===== config.mk =====
export PLATFORM = sky130hd
export DESIGN_NAME = eth_rx_frame_controller
export DESIGN_NICKNAME = d
export VERILOG_FILES = /design/src/rtl/eth_rx_frame_controller.sv
export SDC_FILE = /design/constraint.sdc
export NUM_CORES = 1
export LEC_CHECK = 0
export CORE_AREA = 2 2 153 155
export CTS_CLUSTER_SIZE = 24
export DETAILED_ROUTE_END_ITERATION = 16
export DIE_AREA = 0 0 155 157
export HOLD_SLACK_MARGIN = 0.08
export PLACE_DENSITY = 0.69
export SKIP_LAST_GASP = 1
export SLEW_MARGIN = 20
export SYNTH_ARGS = -nofsm -noshare
export SYNTH_HDL_FRONTEND = slang
export SYNTH_SLANG_ARGS = --single-unit
export TNS_END_PERCENT = 1

===== constraint.sdc =====
create_clock -name i_clk -period 4.25 [get_ports i_clk]
set_input_delay 0.425 -clock i_clk [delete_from_list [all_inputs] [get_ports i_clk]]
set_output_delay 0.425 -clock i_clk [all_outputs]
set_load 0.005 [all_outputs]

===== src/rtl/eth_rx_frame_controller.sv =====
// RX frame sequencer for a 64-bit AXI-stream carrying UDP/IPv4 over Ethernet.
// Parses the 6 header beats, accepts or drops each frame against runtime config and forwards payload.
module eth_rx_frame_controller #(
    parameter int          CNT_W     = 32,
    parameter logic [15:0] ETHERTYPE = 16'h0800,
    parameter logic [7:0]  IP_PROTO  = 8'd17
) (
    input  logic             i_clk,
    input  logic             i_reset,
    input  logic             i_rx_axis_tvalid,
    input  logic [63:0]      i_rx_axis_tdata,
    input  logic             i_rx_axis_tlast,
    input  logic [7:0]       i_rx_axis_tkeep,
    input  logic             i_enable,
    input  logic [47:0]      i_cfg_mac,
    input  logic [15:0]      i_cfg_udp_port,
    input  logic             i_cfg_promisc,
    output logic             o_pl_tvalid,
    output logic [63:0]      o_pl_tdata,
    output logic [7:0]       o_pl_tkeep,
    output logic             o_pl_tlast,
    output logic             o_pl_tsof,
    output logic             o_hdr_accept,
    output logic             o_hdr_drop,
    output logic [2:0]       o_drop_reason,
    output logic [CNT_W-1:0] o_frames_ok,
    output logic [CNT_W-1:0] o_frames_drop
);

    localparam logic [1:0] ST_IDLE    = 2'd0;
    localparam logic [1:0] ST_HDR     = 2'd1;
    localparam logic [1:0] ST_PAYLOAD = 2'd2;
    localparam logic [1:0] ST_DROP    = 2'd3;

    localparam logic [2:0] RSN_NONE     = 3'd0;
    localparam logic [2:0] RSN_RUNT     = 3'd1;
    localparam logic [2:0] RSN_DISABLED = 3'd2;
    localparam logic [2:0] RSN_MAC      = 3'd3;
    localparam logic [2:0] RSN_ETYPE    = 3'd4;
    localparam logic [2:0] RSN_PROTO    = 3'd5;
    localparam logic [2:0] RSN_PORT     = 3'd6;

    localparam logic [47:0] BCAST_MAC = 48'hFFFF_FFFF_FFFF;
    localparam logic [7:0]  IPV4_VIHL = 8'h45;

    logic [1:0]  state;
    logic [2:0]  beat_cnt;
    logic        enable_q;
    logic [15:0] udp_port_q;
    logic        mac_ok;
    logic        etype_ok;
    logic        proto_ok;
    logic        port_ok;

    // Lanes 4..5 carry the EtherType on beat 1 and the UDP destination port on beat 4.
    logic [47:0] dst_mac;
    logic [15:0] lane45;
    logic        mac_hit;
    logic        etype_hit;
    logic        proto_hit;
    logic        port_hit;
    logic        short_last;
    logic [2:0]  hdr_reason;

    assign dst_mac = {i_rx_axis_tdata[7:0],   i_rx_axis_tdata[15:8],
                      i_rx_axis_tdata[23:16], i_rx_axis_tdata[31:24],
                      i_rx_axis_tdata[39:32], i_rx_axis_tdata[47:40]};
    assign lane45  = {i_rx_axis_tdata[39:32], i_rx_axis_tdata[47:40]};

    assign mac_hit    = i_cfg_promisc || (dst_mac == i_cfg_mac) || (dst_mac == BCAST_MAC);
    assign etype_hit  = (lane45 == ETHERTYPE) && (i_rx_axis_tdata[55:48] == IPV4_VIHL);
    assign proto_hit  = (i_rx_axis_tdata[63:56] == IP_PROTO);
    assign port_hit   = (lane45 == udp_port_q);
    assign short_last = i_rx_axis_tlast && (i_rx_axis_tkeep[1:0] != 2'b11);

    // Verdict on the decision beat, lowest-numbered failing reason wins.
    always_comb begin
        // NOTE: default first so every path assigns hdr_reason and no latch is inferred.
        hdr_reason = RSN_NONE;
        if (short_last) begin
            hdr_reason = RSN_RUNT;
        end else if (!enable_q) begin
            hdr_reason = RSN_DISABLED;
        end else if (!mac_ok) begin
            hdr_reason = RSN_MAC;
        end else if (!etype_ok) begin
            hdr_reason = RSN_ETYPE;
        end else if (!proto_ok) begin
            hdr_reason = RSN_PROTO;
        end else if (!port_ok) begin
            hdr_reason = RSN_PORT;
        end
    end

    always_ff @(posedge i_clk) begin
        // NOTE: non-blocking assignments so every register samples pre-edge values.
        if (i_reset) begin
            state         <= ST_IDLE;
            beat_cnt      <= 3'd0;
            enable_q      <= 1'b0;
            udp_port_q    <= 16'd0;
            mac_ok        <= 1'b0;
            etype_ok      <= 1'b0;
            proto_ok      <= 1'b0;
            port_ok       <= 1'b0;
            o_pl_tvalid   <= 1'b0;
            o_pl_tdata    <= 64'd0;
            o_pl_tkeep    <= 8'd0;
            o_pl_tlast    <= 1'b0;
            o_pl_tsof     <= 1'b0;
            o_hdr_accept  <= 1'b0;
            o_hdr_drop    <= 1'b0;
            o_drop_reason <= RSN_NONE;
            o_frames_ok   <= '0;
            o_frames_drop <= '0;
        end else begin
            o_pl_tvalid   <= 1'b0;
            o_pl_tdata    <= 64'd0;
            o_pl_tkeep    <= 8'd0;
            o_pl_tlast    <= 1'b0;
            o_pl_tsof     <= 1'b0;
            o_hdr_accept  <= 1'b0;
            o_hdr_drop    <= 1'b0;
            o_drop_reason <= RSN_NONE;

            if (i_rx_axis_tvalid) begin
                case (state)
                    ST_IDLE: begin
                        enable_q   <= i_enable;
                        udp_port_q <= i_cfg_udp_port;
                        mac_ok     <= mac_hit;
                        if (i_rx_axis_tlast) begin
                            o_hdr_drop    <= 1'b1;
                            o_drop_reason <= RSN_RUNT;
                            o_frames_drop <= o_frames_drop + CNT_W'(1);
                        end else begin
                            state    <= ST_HDR;
                            beat_cnt <= 3'd1;
                        end
                    end

                    ST_HDR: begin
                        case (beat_cnt)
                            3'd1:    etype_ok <= etype_hit;
                            3'd2:    proto_ok <= proto_hit;
                            3'd4:    port_ok  <= port_hit;
                            default: ;
                        endcase

                        if (beat_cnt != 3'd5) begin
                            if (i_rx_axis_tlast) begin
                                o_hdr_drop    <= 1'b1;
                                o_drop_reason <= RSN_RUNT;
                                o_frames_drop <= o_frames_drop + CNT_W'(1);
                                state         <= ST_IDLE;
                                beat_cnt      <= 3'd0;
                            end else begin
                                beat_cnt <= beat_cnt + 3'd1;
                            end
                        end else if (hdr_reason == RSN_NONE) begin
                            // Lanes 0..1 of beat 5 still hold the UDP checksum.
                            o_hdr_accept <= 1'b1;
                            o_frames_ok  <= o_frames_ok + CNT_W'(1);
                            o_pl_tvalid  <= 1'b1;
                            o_pl_tdata   <= i_rx_axis_tdata;
                            o_pl_tkeep   <= {i_rx_axis_tkeep[7:2], 2'b00};
                            o_pl_tlast   <= i_rx_axis_tlast;
                            o_pl_tsof    <= 1'b1;
                            state        <= i_rx_axis_tlast ? ST_IDLE : ST_PAYLOAD;
                            beat_cnt     <= 3'd0;
                        end else begin
                            o_hdr_drop    <= 1'b1;
                            o_drop_reason <= hdr_reason;
                            o_frames_drop <= o_frames_drop + CNT_W'(1);
                            state         <= i_rx_axis_tlast ? ST_IDLE : ST_DROP;
                            beat_cnt      <= 3'd0;
                        end
                    end

                    ST_PAYLOAD: begin
                        o_pl_tvalid <= 1'b1;
                        o_pl_tdata  <= i_rx_axis_tdata;
                        o_pl_tkeep  <= i_rx_axis_tkeep;
                        o_pl_tlast  <= i_rx_axis_tlast;
                        if (i_rx_axis_tlast) begin
                            state <= ST_IDLE;
                        end
                    end

                    ST_DROP: begin
                        if (i_rx_axis_tlast) begin
                            state <= ST_IDLE;
                        end
                    end

                    default: state <= ST_IDLE;
                endcase
            end
        end
    end

endmodule


==> flow_metrics.py, run 1 <==
metrics = {
    "placed_design": {
        "dpl.hpwl_um": 18540,
        "dp.cells": 1352,
        "finalWeightedCongestion": 0.8493,
        "postPlaceCellArea_mm2": 0.01042,
        "io_buffers": 285,
    },
    "run_status": {
        "outcome": "complete, no violations",
    },
    "clock_network": {
        "root_buffer": "clkbuf_16",
        "postCtsSetupBuffers": 0,
        "clock_sinks": 169,
        "insertion_delay_ns": 0.42,
        "clkSlewWorstSetupHoldPaths_ns": 0.07,
        "clock_path_buffers": 2,
        "h-tree-depth": 4,
        "cts_resized": 0,
        "hold_buffers": 0,
        "cts_tree": "done",
        "cts_inserted_buffers": 17,
    },
    "route": {
        "routedWlPerCell_um": 17.58,
        "drt_iter0_drc": 392,
        "wl_met1_um": 10270,
        "dr.pass1.iters": 5,
        "vias": 6886,
        "viasPerCell": 4.975,
        "drc": 0,
        "routed.top_layer": "met4",
        "wl_met3_um": 1532,
        "wl_met2_um": 12040,
        "postRouteWirelength_um": 24340,
        "antenna_left": 0,
    },
    "worst_setup_path": {
        "crit_required_ns": 4.59,
        "worstSetupStartpointType": "flip-flop",
        "endpoint_kind": "flip-flop",
        "arrival_ns": 2.99,
        "crit_fanout": 7,
        "crit_type": "reg2reg",
    },
    "yosys": {
        "synthTopCellsByCount": "169 x dfxtp_1, 82 x xnor2_1, 74 x and2_1",
        "synthTopCellsByArea": "dfxtp_1 46%, xnor2_1 9.7%, and2_1 6.3%",
        "synth_edf_count": 0,
        "synth_warnings": 0,
        "synth_top_area_cell": "dfxtp_1",
        "avgSynthCellArea_um2": 9.007,
        "synth_area_mm2": 0.007377,
        "synth.most_common_cell": "dfxtp_1",
        "synth_nets": 971,
        "synth_cell_types": 49,
        "netlist.area_leader.share_pct": 45.86,
        "syn_inst": 819,
        "synth_flop_cell": "dfxtp_1",
        "ys_ff_latch": 169,
        "synth-async-reset-ratio_pct": 0,
        "seq_area_frac_synth_pct": 45.86,
    },
    "layout": {
        "layout-drive-gt1-share_pct": 4.098,
        "fin_nets": 1238,
        "final_util_pct": 48.86,
        "multi_input_area_mm2": 0.003744,
        "fin_area_mm2": 0.01100,
        "regArea_mm2": 0.003383,
        "post_layout_nonfiller_instances": 1384,
        "num-fill-cells": 2099,
        "synthToLayoutAreaGrowth_pct": 49.05,
    },
    "global_routing": {
        "grt_pass1_wl_um": 37120,
        "overflow": 0,
        "first_global_vias": 6430,
        "antenna_found_initial": 1,
        "grt_util_all_layers_pct": 19.75,
        "grt_max_degree": 94,
    },
    "power_and_ir_drop": {
        "p_per_area_mw_per_mm2": 313.2,
        "p_leak_nw": 3.758,
        "ir_drop_mv": 0.1866,
        "power.total_w": 0.003444,
    },
    "sta": {
        "period_share_pct": 62.30,
        "worstMarginPinSlew_ns": 0.9898,
        "finalHoldViolCount": 0,
        "max_freq_mhz": 377.7,
        "timing.slew.headroom_pct": 34.01,
        "fin_skew_ns": 0.01103,
        "maxSlewViolCount": 0,
        "setup_tns_ns": 0,
        "setup_viol_count_final": 0,
        "rsz0062_at_grt": "false",
        "finalCriticalPeriod_ns": 2.648,
    },
    "floorplanning": {
        "die_h_um": 157,
        "die_w_um": 155,
        "rows": 55,
        "dieArea_mm2": 0.02434,
        "ios": 286,
        "initial_core_util_pct": 32.78,
        "design.core.area_mm2": 0.02250,
    },
    "run": {
        "timing.max_cap.violations": 0,
    },
    "worst_hold_path": {
        "hold_path.class": "in2reg",
    },
}
-- through the flow --
stage / hold slack, ns / worst slack [ns]
floorplan: 0.4451 / 1.910
global placement: 0.4561 / 1.350
detailed placement: 0.4597 / 1.259
CTS: 0.4130 / 1.625
global route: 0.4227 / 1.352
finish: 0.4424 / 1.602
-- sequential cells by signal (all words and copies together) (netlist names) --
name           count
o_pl_tdata        64
o_frames_drop     32
o_frames_ok       32
udp_port_q        16
o_pl_tkeep         8
beat_cnt           3
o_drop_reason      3
state              2
enable_q           1
etype_ok           1
mac_ok             1
o_hdr_accept       1
o_hdr_drop         1
o_pl_tlast         1
o_pl_tvalid        1
port_ok            1
proto_ok           1
-- kinds of logic after synthesis --
family / Yosys count / share of synthesized area, %
compound gates: 91 / 7.090
xor+xnor: 101 / 11.99
fa+ha+maj: 10 / 1.696
buf+inv: 56 / 3.510
flops: 169 / 45.86
mux: 5 / 0.7123
simple gates: 387 / 29.14
-- per-layer routing --
metal  track usage (%)  vias up
met5                 0        -
li1                  -     3392
met2             34.37      259
met4             6.570        0
met3             4.626       34
met1             24.04     3201
-- placed cells by master, fill, tap and decap left out, types with 3 or more instances in the layout --
cell / instances
and2_1: 74
dfxtp_1: 169
o21ai_0: 20
mux2i_1: 3
nand4_1: 51
nand3_1: 22
clkbuf_16: 17
or4_1: 10
clkdlybuf4s50_1: 284
nand2_1: 71
or3_1: 12
xor2_1: 19
and3_1: 15
o31ai_1: 7
a21oi_1: 49
inv_1: 14
nor3_1: 10
clkinvlp_4: 5
and4_1: 9
nand4b_1: 4
nor4_1: 33
nor4b_1: 8
nor2_1: 56
ha_1: 10
xnor2_1: 82
buf_4: 5
-- cell type report --
| type | instances | share of cell area, % |
|---|---|---|
| timing repair buffer | 290 | 26.24 |
| clock inverter | 11 | 1.138 |
| antenna | 1 | 0.02276 |
| clock buffer | 20 | 4.062 |
| tap | 285 | 3.243 |
| inverter | 14 | 0.4779 |
| multi-input combinational | 594 | 34.05 |
| sequential | 169 | 30.77 |
-- power breakdown --
group	switching, W	internal [W]	total, W
Combinational	0.000137	0.000179	0.000317
Clock	0.000639	0.000877	0.00152
Sequential	0.0000121	0.00160	0.00161
-- worst max-delay path: stages (launching register included) --
cell,delay [ns]
dfxtp_1,0.45
nand4_1,0.29
nor3_1,0.79
nand4_1,0.39
or4_1,0.48
a21oi_1,0.15
-- final timing paths --
path / start / to / slack (ns) / cells after the start
setup / recovery: o_frames_ok[14]$_SDFFE_PP0P_ / o_frames_ok[24]$_SDFFE_PP0P_ / 1.60 / 5
hold / removal: i_reset / o_pl_tkeep[0]$_SDFF_PP0_ / 0.44 / 3
setup reg to reg: o_frames_ok[14]$_SDFFE_PP0P_ / o_frames_ok[24]$_SDFFE_PP0P_ / 1.60 / 5
hold reg to reg: udp_port_q[15]$_SDFFE_PP0P_ / udp_port_q[15]$_SDFFE_PP0P_ / 0.47 / 2
(Power assumes the default switching activity.)
==> inputs of run 2 (changes only) <==
clock period = 2.7 ns   (was 4.25 ns; I/O delays follow)
==> flow_metrics.py, run 2 (same netlist as run 1, synthesis figures left out) <==
metrics = {
    "layout": {
        "layout_common_cells": "284 x clkdlybuf4s50_1, 169 x dfxtp_1, 82 x xnor2_1",
        "num-fill-cells": 2117,
        "layout-drive-gt1-share_pct": 5.735,
        "final_common_cell": "clkdlybuf4s50_1",
        "top_regs": "o_pl_tdata: 64 flops, o_frames_drop: 32 flops, o_frames_ok: 32 flops",
        "fin_area_mm2": 0.01113,
        "regMostFlops": "o_pl_tdata",
        "synthToLayoutAreaGrowth_pct": 50.90,
        "regArea_mm2": 0.003383,
        "multi_input_area_mm2": 0.003744,
        "largest_reg_flops": 64,
        "fin_nets": 1255,
    },
    "power_and_ir_drop": {
        "p_per_area_mw_per_mm2": 484.8,
        "p_sw_share_pct": 25.38,
        "clkPwrFrac_pct": 43.6,
        "p_int_w": 0.004027,
        "sequentialPowerShare_pct": 46.9,
        "p_leak_nw": 3.856,
        "pwr-share-comb_pct": 9.4,
        "p_switching_w": 0.001370,
        "ir_drop_mv": 0.3281,
    },
    "sta": {
        "setup_viol_count_final": 0,
        "max_freq_mhz": 436.3,
        "setup_tns_ns": 0,
        "timing.slew.headroom_pct": 54.25,
        "maxSlewViolCount": 0,
        "finalHoldViolCount": 0,
        "rsz0062_at_grt": "false",
        "hold_ws_ns": 0.2972,
        "period_share_pct": 84.89,
        "fin_skew_ns": 0.01438,
        "finalCriticalPeriod_ns": 2.292,
        "worstMarginPinSlew_ns": 0.6847,
    },
    "clock_network": {
        "clkSlewWorstSetupHoldPaths_ns": 0.07,
        "h-tree-depth": 4,
        "cts_tree": "done",
        "clock_path_buffers": 2,
        "root_buffer": "clkbuf_16",
        "insertion_delay_ns": 0.43,
        "cts_inserted_buffers": 17,
        "clock_sinks": 169,
        "hold_buffers": 0,
        "postCtsSetupBuffers": 0,
        "cts_resized": 0,
    },
    "floorplanning": {
        "die_h_um": 157,
        "ios": 286,
        "design.core.area_mm2": 0.02250,
        "initial_core_util_pct": 32.78,
        "dieArea_mm2": 0.02434,
        "rows": 55,
        "die_w_um": 155,
    },
    "global_routing": {
        "overflow": 0,
        "grt_max_degree": 94,
        "first_global_vias": 6802,
        "grt_pass1_wl_um": 38070,
        "grt_util_all_layers_pct": 20.18,
        "antenna_found_initial": 1,
    },
    "route": {
        "routed.top_layer": "met4",
        "drc": 0,
        "postRouteWirelength_um": 24450,
        "routedWlPerCell_um": 17.44,
        "dr.pass1.iters": 5,
        "drt_iter0_drc": 411,
        "viasPerCell": 4.971,
        "antenna_left": 0,
        "vias": 6970,
        "wl_met2_um": 11890,
        "wl_met3_um": 1657,
        "wl_met1_um": 10430,
    },
    "worst_setup_path": {
        "worstSetupStartpointType": "flip-flop",
        "endpoint_kind": "flip-flop",
        "arrival_ns": 2.65,
        "crit_type": "reg2reg",
        "critPathSlowestCell": "or4_1",
        "cp.depth": 7,
        "crit_required_ns": 3.06,
        "crit_chain": "inv_1, ha_1, nand4_1, or2_2, or3_4, or4_1, a21oi_1",
        "path_buf_inv": 1,
        "crit_fanout": 12,
        "crit_family": "simple AND/OR/NAND/NOR gates",
        "critPathMaxStageDelay_ns": 0.48,
        "reg2regPathDepth": 7,
    },
    "worst_hold_path": {
        "hold_depth": 4,
        "hold_path.class": "in2reg",
    },
    "placed_design": {
        "finalWeightedCongestion": 0.8577,
        "postPlaceCellArea_mm2": 0.01057,
        "io_buffers": 285,
        "dpl.hpwl_um": 18610,
    },
    "run": {
        "timing.max_cap.violations": 0,
    },
    "run_status": {
        "outcome": "complete, no violations",
    },
}
run 2: cell type report:
cell class / instances / area share, %
antenna: 1 / 0.02248
clock buffer: 18 / 3.855
clock inverter: 14 / 1.135
inverter: 14 / 0.4721
multi-input combinational: 594 / 33.63
sequential: 169 / 30.39
tap: 285 / 3.203
timing repair buffer: 307 / 27.29
run 2: power groups by stage:
stage                     Sequential, W  Combinational [W]  Clock, W
after detailed placement        0.00259           0.000507         0
after global placement          0.00259           0.000504         0
after floorplan                 0.00259           0.000187         0
after global routing            0.00254           0.000552   0.00251
after CTS                       0.00253           0.000512   0.00242
final                           0.00253           0.000510   0.00235
run 2: routing by layer:
| metal | up-vias | GRT usage [%] |
|---|---|---|
| met5 | - | 0 |
| met4 | 0 | 7.055 |
| met3 | 29 | 5.149 |
| met2 | 236 | 34.54 |
| met1 | 3265 | 24.65 |
| li1 | 3440 | - |
run 2: worst paths after layout:
kind / start / end / slack, ns
worst max-delay path: beat_cnt[1]$_SDFFE_PP0P_ / o_frames_ok[27]$_SDFFE_PP0P_ / 0.41
worst min-delay path: i_reset / o_hdr_accept$_SDFF_PP0_ / 0.30
worst max register to register: beat_cnt[1]$_SDFFE_PP0P_ / o_frames_ok[27]$_SDFFE_PP0P_ / 0.41
worst min register to register: udp_port_q[3]$_SDFFE_PP0P_ / udp_port_q[3]$_SDFFE_PP0P_ / 0.47
run 2: worst register-to-register path, stage by stage (launching register included):
cell	delay, ns
dfxtp_1	0.34
inv_1	0.08
ha_1	0.25
nand4_1	0.13
or2_2	0.39
or3_4	0.41
or4_1	0.48
a21oi_1	0.15
run 2: metrics by stage:
stage          utilization, %  setup slack, ns  std cells  power, W
2_1_floorplan               -           0.3604        819  0.002773
3_3_place_gp            46.99           0.1965       1369  0.003095
3_5_place_dp            46.99           0.1908       1369  0.003099
4_1_cts                 49.46           0.3956       1401  0.005463
5_1_grt                 49.47           0.2835       1402  0.005596
6_report                49.47           0.4079       1402  0.005396
